**config.mk**
```make
export PLATFORM = sky130hd
export DESIGN_NAME = alu_req_arbiter
export DESIGN_NICKNAME = d
export VERILOG_FILES = /design/src/rtl/alu_pkg.sv /design/src/rtl/alu_core.sv /design/src/rtl/alu_req_arbiter.sv
export SDC_FILE = /design/constraint.sdc
export NUM_CORES = 1
export LEC_CHECK = 0
export CAP_MARGIN = 25
export CORE_MARGIN = 2
export CORE_UTILIZATION = 45
export DETAILED_ROUTE_END_ITERATION = 7
export MAX_ROUTING_LAYER = met4
export PLACE_DENSITY_LB_ADDON = 0.2
export SETUP_SLACK_MARGIN = 0.05
export SLEW_MARGIN = 20
export SYNTH_ARGS = -nofsm -noshare
export SYNTH_HDL_FRONTEND = slang
export SYNTH_HIERARCHICAL = 1
export SYNTH_SLANG_ARGS = --single-unit
```
**constraint.sdc**
```tcl
create_clock -name clk -period 4 [get_ports clk]
set_clock_uncertainty 0.2 [all_clocks]
set_input_delay 0.4 -clock clk [delete_from_list [all_inputs] [get_ports clk]]
set_output_delay 0.4 -clock clk [all_outputs]
set_load 0.01 [all_outputs]
```
**src/rtl/alu_pkg.sv**
```systemverilog
// Opcode table and FSM encodings shared by the ALU arbiter and its core.
package alu_pkg;

   localparam int ALU_W   = 4;
   localparam int ALU_OPW = 4;

   localparam logic [3:0] OP_ADD   = 4'h0;
   localparam logic [3:0] OP_SUB   = 4'h1;
   localparam logic [3:0] OP_AND   = 4'h2;
   localparam logic [3:0] OP_OR    = 4'h3;
   localparam logic [3:0] OP_XOR   = 4'h4;
   localparam logic [3:0] OP_NAND  = 4'h5;
   localparam logic [3:0] OP_NOR   = 4'h6;
   localparam logic [3:0] OP_XNOR  = 4'h7;
   localparam logic [3:0] OP_NOTA  = 4'h8;
   localparam logic [3:0] OP_PASSA = 4'h9;
   localparam logic [3:0] OP_PASSB = 4'hA;
   localparam logic [3:0] OP_INC   = 4'hB;
   localparam logic [3:0] OP_DEC   = 4'hC;
   localparam logic [3:0] OP_SHL   = 4'hD;
   localparam logic [3:0] OP_SHR   = 4'hE;
   localparam logic [3:0] OP_ANDN  = 4'hF;

   localparam logic [1:0] S_IDLE = 2'd0;
   localparam logic [1:0] S_EXEC = 2'd1;
   localparam logic [1:0] S_RESP = 2'd2;

endpackage

```
**src/rtl/alu_core.sv**
```systemverilog
// Combinational 4-bit, 16-function ALU; carry is borrow for SUB/DEC and the
// shifted-out bit for shifts, 0 for pure logic ops.
module alu_core
   import alu_pkg::*;
(
   input  logic [3:0] a,
   input  logic [3:0] b,
   input  logic [3:0] op,
   output logic [3:0] result,
   output logic       carry
);

   logic [4:0] wide;

   always_comb begin
      wide = '0;
      case (op)
         OP_ADD:   wide = {1'b0, a} + {1'b0, b};
         OP_SUB:   wide = {1'b0, a} - {1'b0, b};
         OP_AND:   wide = {1'b0, a & b};
         OP_OR:    wide = {1'b0, a | b};
         OP_XOR:   wide = {1'b0, a ^ b};
         OP_NAND:  wide = {1'b0, ~(a & b)};
         OP_NOR:   wide = {1'b0, ~(a | b)};
         OP_XNOR:  wide = {1'b0, ~(a ^ b)};
         OP_NOTA:  wide = {1'b0, ~a};
         OP_PASSA: wide = {1'b0, a};
         OP_PASSB: wide = {1'b0, b};
         OP_INC:   wide = {1'b0, a} + 5'd1;
         OP_DEC:   wide = {1'b0, a} - 5'd1;
         OP_SHL:   wide = {a, 1'b0};
         OP_SHR:   wide = {a[0], 1'b0, a[3:1]};
         OP_ANDN:  wide = {1'b0, a & ~b};
         default:  wide = '0;
      endcase
   end

   assign result = wide[3:0];
   assign carry  = wide[4];

endmodule

```
**src/rtl/alu_req_arbiter.sv**
```systemverilog
// Two-requester round-robin front end for a shared alu_core with a single
// registered, backpressured response channel tagged by requester ID.
module alu_req_arbiter #(
   parameter int W   = 4,
   parameter int OPW = 4
) (
   input  logic           clk,
   input  logic           rst_n,
   input  logic [1:0]     req_valid,
   output logic [1:0]     req_ready,
   input  logic [OPW-1:0] req0_op,
   input  logic [W-1:0]   req0_a,
   input  logic [W-1:0]   req0_b,
   input  logic [OPW-1:0] req1_op,
   input  logic [W-1:0]   req1_a,
   input  logic [W-1:0]   req1_b,
   output logic           rsp_valid,
   input  logic           rsp_ready,
   output logic           rsp_id,
   output logic [W-1:0]   rsp_result,
   output logic           rsp_carry,
   output logic           rsp_zero
);
   import alu_pkg::*;

   logic [1:0]     state;
   logic           last_grant;
   logic           grant;
   logic [OPW-1:0] cap_op;
   logic [W-1:0]   cap_a;
   logic [W-1:0]   cap_b;
   logic           cap_id;
   logic [W-1:0]   core_result;
   logic           core_carry;

   // Contention goes to whoever did not win last; a lone request always wins.
   always_comb begin
      grant = 1'b0;
      if (req_valid == 2'b11) grant = ~last_grant;
      else if (req_valid[1])  grant = 1'b1;
   end

   always_comb begin
      req_ready = '0;
      if (rst_n && state == S_IDLE && req_valid != 2'b00)
         req_ready = grant ? 2'b10 : 2'b01;
   end

   assign rsp_valid = (state == S_RESP);

   alu_core u_core (
      .a      (cap_a),
      .b      (cap_b),
      .op     (cap_op),
      .result (core_result),
      .carry  (core_carry)
   );

   always_ff @(posedge clk or negedge rst_n) begin
      if (!rst_n) begin
         state      <= S_IDLE;
         last_grant <= 1'b1;
         cap_op     <= '0;
         cap_a      <= '0;
         cap_b      <= '0;
         cap_id     <= 1'b0;
         rsp_id     <= 1'b0;
         rsp_result <= '0;
         rsp_carry  <= 1'b0;
         rsp_zero   <= 1'b0;
      end else begin
         case (state)
            S_IDLE: begin
               if ((req_valid & req_ready) != 2'b00) begin
                  cap_op     <= grant ? req1_op : req0_op;
                  cap_a      <= grant ? req1_a  : req0_a;
                  cap_b      <= grant ? req1_b  : req0_b;
                  cap_id     <= grant;
                  last_grant <= grant;
                  state      <= S_EXEC;
               end
            end
            S_EXEC: begin
               rsp_result <= core_result;
               rsp_carry  <= core_carry;
               rsp_zero   <= (core_result == '0);
               rsp_id     <= cap_id;
               state      <= S_RESP;
            end
            S_RESP: begin
               if (rsp_ready) state <= S_IDLE;
            end
            default: state <= S_IDLE;
         endcase
      end
   end

endmodule

```
# After elaboration in Yosys (flattened, before gate mapping)
# Index checks and enable logic that the tools add are counted.
# totals
latch_bits,0
ramBits,0
n_memories,0
regBits,23
in_bits,29
output_inout_bits,10
romBits,0
# classes
add_sub_neg,4
magnitude_cmp,0
n_reduce_logical,9
muxes,11
div,0
eq_ne,20
multipliers,0
bitwise,11
shift,0
# op_table
operator,n
$pmux W5 S16,1
$eq A4 B4 Y1 const B,8
$not A4 Y4,5
$eq A4 B3 Y1 const B,4
$mux W4,3
$and A4 B4 Y4,2
$eq A4 B2 Y1 const B,2
$logic_not A4 Y1,2
$mux W2,4
$pmux W2 S3,1
$add A4 B1 Y5 const B,1
$add A4 B4 Y5,1
$sub A4 B1 Y5 const B,1
$sub A4 B4 Y5,1
$eq A2 B2 Y1 const B,2
$eq A4 B1 Y1 const B,1
$ne A2 B1 Y1 const B,2
$or A4 B4 Y4,1
$reduce_and A2 Y1,2
$reduce_bool A2 Y1,2
$xor A4 B4 Y4,1
$and A2 B2 Y2,1
$eq A2 B1 Y1 const B,1
$logic_and A1 B1 Y1,2
other kinds (3),4

# Depth between registers and ports, before layout
# logic_depth
word_depth,8
mapped_depth,13
ltp_nobuf,13

# Cells and area by module
# The synthesis kept the hierarchy.
# modules_own_cells
mod,instances,area_per_inst_um2,cells_per_inst,seq_area_each_um2
alu_core,1,1172.4,163,0.0
alu_req_arbiter,1,1041.0,88,576.8

# Least setup slack after synthesis
# Ideal clock, no wire load.
# synth_timing
kind,reg2reg
startpoint,register cap_op[0]
endpoint,register rsp_zero
path_stages_with_launch,14
arrival_time_ns,2.850
setup_slack_ns,0.867
path_buffers,2
setup_time_ns,0.083
t_required_ns,3.717
cell_sequence,dfrtp_1 > buf_4 > buf_4 > nor3b_1 > o21ai_0 > a21oi_1 > a31o_2 > ha_1 > a21oi_1 > o21ai_0 > xor2_1 > a221o_1 > or4_1 > o21ai_0
# synth_via
elab_chain_cells,3
word_cells_on_any_way,18
# synth_lines
element,line,text
start: declaration,alu_req_arbiter.sv:29,logic [OPW-1:0] cap_op;
start signal: assignment,alu_req_arbiter.sv:75,cap_op <= grant ? req1_op : req0_op;
$eq A4 B4 Y1 (tied with other cells),alu_core.sv:17,case (op)
$pmux W5 S16 *,alu_core.sv:17,
via core_result[3],alu_req_arbiter.sv:33,logic [W-1:0] core_result;
$logic_not A4 Y1 *,alu_req_arbiter.sv:86,rsp_zero <= (core_result == '0);
end signal: assignment,alu_req_arbiter.sv:86,
end: declaration,alu_req_arbiter.sv:22,output logic rsp_zero
# Mark *: on every way through the listed nets, which the timed path passes. The rest lies on a longest branch.
# A chain may end at the register's enable or synchronous reset.

# Worst setup path after layout
# layout_timing
startpoint,register cap_b[1]
endpoint,register rsp_zero
# layout_via
word_cells_on_any_way,12
# layout_rtl
element,line,text
start: declaration,alu_req_arbiter.sv:31,logic [W-1:0] cap_b;
start signal: assignment,alu_req_arbiter.sv:77,cap_b <= grant ? req1_b : req0_b;
$sub A4 B4 Y5 / $add A4 B4 Y5 (equally long branches),"alu_core.sv:19, alu_core.sv:18",
$pmux W5 S16 *,alu_core.sv:17,
via core_result[3],alu_req_arbiter.sv:33,
$logic_not A4 Y1 *,alu_req_arbiter.sv:86,
# Marked as above.

==> metrics.txt <==
# TYPE chip_impl_metric gauge
chip_impl_info{name="run_status",value="finished, final reports clean"} 1
chip_impl_info{name="setup.worst_path.end_class",value="flip-flop"} 1
chip_impl_metric{name="resized_gates_after_cts",unit=""} 0
chip_impl_metric{name="placedInstanceArea",unit="mm^2"} 0.002618
chip_impl_metric{name="hold_viol_final",unit=""} 0
chip_impl_metric{name="boundaryPins",unit=""} 39
chip_impl_metric{name="postSynthAreaPerCell",unit="um^2"} 8.818
chip_impl_metric{name="route.vias.total",unit=""} 2009
chip_impl_metric{name="synth_enable_flop_cells",unit=""} 0
chip_impl_metric{name="max_cap_check_violation_count",unit=""} 0
chip_impl_metric{name="route.detailed.drc",unit=""} 0
chip_impl_metric{name="tritoncts.num_buffers",unit=""} 3
chip_impl_metric{name="synth_seq_cells",unit=""} 23
chip_impl_info{name="min_delay_worst_endpoint",value="cap_id"} 1
chip_impl_info{name="class_of_the_tightest_hold_or_removal_check",value="reg -> reg"} 1
chip_impl_info{name="crit-reg2reg-capture",value="rsp_zero"} 1
chip_impl_metric{name="required",unit="ns"} 3.99
chip_impl_metric{name="postCtsSetupBuffers",unit=""} 0
chip_impl_metric{name="global_route.overflow_total",unit=""} 0
chip_impl_metric{name="critical_path_at",unit="ns"} 3.49
chip_impl_metric{name="critical_path_cell_count",unit=""} 13
chip_impl_metric{name="sinks_on_clock_net",unit=""} 23
chip_impl_metric{name="synth_seq_area_share",unit="%"} 26.06
chip_impl_info{name="root_buffer",value="sky130_fd_sc_hd__clkbuf_8"} 1
chip_impl_metric{name="finish.utilization",unit="%"} 56.40
chip_impl_metric{name="place.detailed.hpwl",unit="um"} 4164
chip_impl_metric{name="cpPeakStageDelay",unit="ns"} 0.46
chip_impl_metric{name="cts_buffer_depth",unit=""} 2
chip_impl_info{name="criticalPathCategory",value="reg -> reg"} 1
chip_impl_metric{name="syn_to_final_growth",unit="%"} 20.35
chip_impl_info{name="layout_common_cells",value="sky130_fd_sc_hd__clkdlybuf4s50_1 (38), sky130_fd_sc_hd__nand2_1 (24), sky130_fd_sc_hd__dfrtp_1 (22)"} 1
chip_impl_metric{name="core-area",unit="mm^2"} 0.004723
chip_impl_metric{name="antenna_cells",unit=""} 0
chip_impl_info{name="layout.cells.most_common",value="sky130_fd_sc_hd__clkdlybuf4s50_1"} 1
chip_impl_metric{name="io_buffer_count",unit=""} 38
chip_impl_info{name="tritoncts",value="built"} 1
chip_impl_metric{name="timing.reg2reg.setup_slack",unit="ns"} 0.50
chip_impl_metric{name="timing.critical_path.buf_inv",unit=""} 1
chip_impl_info{name="critical-path-top-cell-by-count",value="sky130_fd_sc_hd__o21ai_0"} 1
chip_impl_info{name="worst_r2r_startpoint",value="cap_b[1]"} 1
chip_impl_metric{name="gr-usage-all-layers",unit="%"} 22.55
chip_impl_metric{name="yosysUniqueCellTypes",unit=""} 57
chip_impl_metric{name="final.min_clock_period",unit="ns"} 3.500
chip_impl_metric{name="worst_pin_slew",unit="ns"} 0.6333
chip_impl_metric{name="fill_cells",unit=""} 455
chip_impl_metric{name="worstSkewPairLatency",unit="ns"} 0.26
chip_impl_metric{name="layout.nets",unit=""} 330
chip_impl_info{name="min_from",value="cap_id"} 1
chip_impl_metric{name="die_y",unit="um"} 74.13
chip_impl_metric{name="drive_gt1_share",unit="%"} 9.220
chip_impl_info{name="worstPathCellList",value="inv_1 > ha_1 > nor2b_1 > o21ai_0 > a21oi_1 > a31o_2 > ha_1 > a21oi_1 > o21ai_0 > xor2_1 > a221o_1 > or4_1 > o21ai_0"} 1
chip_impl_metric{name="pin_count_of_the_biggest_net_entering_global_routing",unit=""} 24
chip_impl_metric{name="hold_slack",unit="ns"} 0.2853
chip_impl_metric{name="dr.first_iter.drc_count",unit=""} 135
chip_impl_metric{name="layout.cell_area.non_filler",unit="mm^2"} 0.002664
chip_impl_metric{name="period_share",unit="%"} 87.50
chip_impl_metric{name="ctsHoldBuffers",unit=""} 0
chip_impl_metric{name="setup_viol",unit=""} 0
chip_impl_info{name="largest_delay_contributor_family_on_the_critical_path",value="compound AO/OA/AOI/OAI gates"} 1
chip_impl_metric{name="seqCellArea",unit="um^2"} 576.8
chip_impl_metric{name="ant_nets",unit=""} 0
chip_impl_metric{name="ys_async_sr_fraction",unit="%"} 100.0
chip_impl_metric{name="peakVddDrop",unit="uV"} 388.6
chip_impl_metric{name="wire_per_inst",unit="um"} 15.58
chip_impl_metric{name="syn-cell-area",unit="mm^2"} 0.002213
chip_impl_metric{name="grt_first_pass_wirelength",unit="um"} 9377
chip_impl_metric{name="floorplan.initialDensity",unit="%"} 46.86
chip_impl_info{name="slowest_stage",value="sky130_fd_sc_hd__dfrtp_1"} 1
chip_impl_info{name="startpoint_type",value="flip-flop"} 1
chip_impl_metric{name="clk_pin_slew",unit="ns"} 0.08
chip_impl_metric{name="first_pass_iters",unit=""} 4
chip_impl_metric{name="cellLeakagePower",unit="nW"} 1.118
chip_impl_metric{name="max_slew_margin",unit="%"} 57.78
chip_impl_metric{name="yosys_warnings",unit=""} 6
chip_impl_metric{name="row_count",unit=""} 25
chip_impl_metric{name="cts_max_level",unit=""} 1
chip_impl_metric{name="power_density",unit="mW/mm^2"} 824.3
chip_impl_metric{name="slew_violations",unit=""} 0
chip_impl_metric{name="power",unit="mW"} 2.196
chip_impl_metric{name="timing.reg2reg.worst_path_depth",unit=""} 13
chip_impl_metric{name="initial_antenna_violation_count",unit=""} 0
chip_impl_metric{name="multi_input_comb_area",unit="mm^2"} 0.001453
chip_impl_metric{name="vias_per_cell",unit=""} 5.756
chip_impl_metric{name="min_delay_path_depth",unit=""} 1
chip_impl_info{name="synthFlopType",value="sky130_fd_sc_hd__dfrtp_1"} 1
chip_impl_metric{name="max_freq",unit="MHz"} 285.7
chip_impl_metric{name="gp_routability_congestion",unit=""} 0.9548
chip_impl_metric{name="floorplan.die.width",unit="um"} 74.13
chip_impl_metric{name="worstPathMaxFanout",unit=""} 6
chip_impl_metric{name="postSynthCellCount",unit=""} 251
chip_impl_metric{name="wl",unit="um"} 5439
chip_impl_metric{name="dieArea",unit="mm^2"} 0.005495
chip_impl_metric{name="grt_pass1_vias",unit=""} 1892
chip_impl_metric{name="fin_tns_setup",unit="ns"} 0
chip_impl_info{name="unrepaired_setup_endpoints_after_global_routing",value="false"} 1
chip_impl_metric{name="synthesis.nets",unit=""} 298
-- per-layer routing --
layer	GRT usage, %	part of all wire, %	up-vias
li1	-	-	1003
met1	33.50	49	937
met2	33.63	46	65
met3	2.033	4.4	4
met4	4.444	0.50	0
met5	-	0	-
-- flip-flops by register name, indices dropped and copies added, names as in the netlist --
register,cells
last_grant,1
rsp_id,1
rsp_result,4
rsp_carry,1
cap_b,4
cap_op,4
state,2
cap_a,4
cap_id,1
rsp_zero,1
-- report_power, final --
| group | leakage [nW] | switching (mW) | internal (mW) |
|---|---|---|---|
| logic | 0.809 | 0.751 | 0.752 |
| clock network | 0.0255 | 0.0737 | 0.0695 |
| registers | 0.284 | 0.210 | 0.339 |
| total | 1.12 | 1.04 | 1.16 |
-- through the flow --
step,instances,setup WS [ns]
finish,349,0.5002
global route,349,0.1960
CTS,349,0.5140
detailed placement,345,0.5301
global placement,345,0.5588
floorplan,251,0.8668
-- logic make-up after synthesis --
kind of cell               share of synthesized area, %
xor gates and xnor gates                          1.187
DFF                                               26.06
adders and majority gates                         10.51
and+or+nand+nor                                   22.73
muxes                                             5.371
buffers and inverters                             8.309
AOI/OAI and AO/OA                                 25.83
-- synthesized netlist by cell type, types with 2 or more instances --
| library cell | instances | share of area [%] |
|---|---|---|
| sky130_fd_sc_hd__a221o_1 | 13 | 5.9 |
| sky130_fd_sc_hd__nor2b_1 | 7 | 2.0 |
| sky130_fd_sc_hd__a2bb2oi_1 | 3 | 1.2 |
| sky130_fd_sc_hd__and3b_1 | 3 | 1.2 |
| sky130_fd_sc_hd__o31ai_1 | 2 | 0.68 |
| sky130_fd_sc_hd__nand3b_1 | 5 | 1.7 |
| sky130_fd_sc_hd__nand2b_1 | 6 | 1.7 |
| sky130_fd_sc_hd__nor2_1 | 3 | 0.51 |
| sky130_fd_sc_hd__nor3b_1 | 6 | 2.0 |
| sky130_fd_sc_hd__or3_1 | 2 | 0.57 |
| sky130_fd_sc_hd__a21oi_1 | 10 | 2.3 |
| sky130_fd_sc_hd__o221ai_1 | 2 | 0.79 |
| sky130_fd_sc_hd__a21o_1 | 5 | 1.7 |
| sky130_fd_sc_hd__nor4bb_1 | 2 | 0.90 |
| sky130_fd_sc_hd__a32oi_1 | 3 | 1.2 |
| sky130_fd_sc_hd__nand2_1 | 24 | 4.1 |
| sky130_fd_sc_hd__nand4_1 | 2 | 0.57 |
| sky130_fd_sc_hd__buf_4 | 4 | 1.4 |
| sky130_fd_sc_hd__clkbuf_1 | 4 | 0.68 |
| sky130_fd_sc_hd__xor2_1 | 2 | 0.79 |
| sky130_fd_sc_hd__a31oi_1 | 2 | 0.57 |
| sky130_fd_sc_hd__nor3_1 | 15 | 3.4 |
| sky130_fd_sc_hd__or3b_1 | 4 | 1.6 |
| sky130_fd_sc_hd__o22ai_1 | 3 | 0.85 |
| sky130_fd_sc_hd__mux2i_1 | 4 | 1.8 |
| sky130_fd_sc_hd__o21ai_0 | 15 | 3.4 |
| sky130_fd_sc_hd__o21a_1 | 2 | 0.68 |
| sky130_fd_sc_hd__buf_6 | 4 | 2.0 |
| sky130_fd_sc_hd__o31a_1 | 2 | 0.79 |
| sky130_fd_sc_hd__o2111ai_1 | 2 | 0.79 |
| sky130_fd_sc_hd__ha_1 | 17 | 9.6 |
| sky130_fd_sc_hd__mux2_2 | 7 | 3.6 |
| sky130_fd_sc_hd__inv_1 | 13 | 2.2 |
| sky130_fd_sc_hd__buf_2 | 9 | 2.0 |
| sky130_fd_sc_hd__dfrtp_1 | 22 | 25 |
-- final cells by class --
class	count	area share (%)
Clock buffer	3	1.550
Clock inverter	1	0.1879
Inverter	13	1.832
Multi-Input combinational cell	194	54.53
Sequential cell	23	21.65
Tap cell	67	3.147
Timing Repair Buffer	48	17.10
-- worst max-delay path by stage --
| stage | startpoint | end | slack [ns] |
|---|---|---|---|
| detailed placement | cap_b[0] | rsp_zero | 0.53 |
| finish | cap_b[1] | rsp_zero | 0.50 |
| CTS | cap_b[0] | rsp_zero | 0.51 |
| global route | cap_b[1] | rsp_zero | 0.20 |
| floorplan | cap_op[0] | rsp_zero | 0.87 |
| global placement | cap_b[0] | rsp_zero | 0.56 |
No activity file was read; power rests on OpenSTA's default activity.
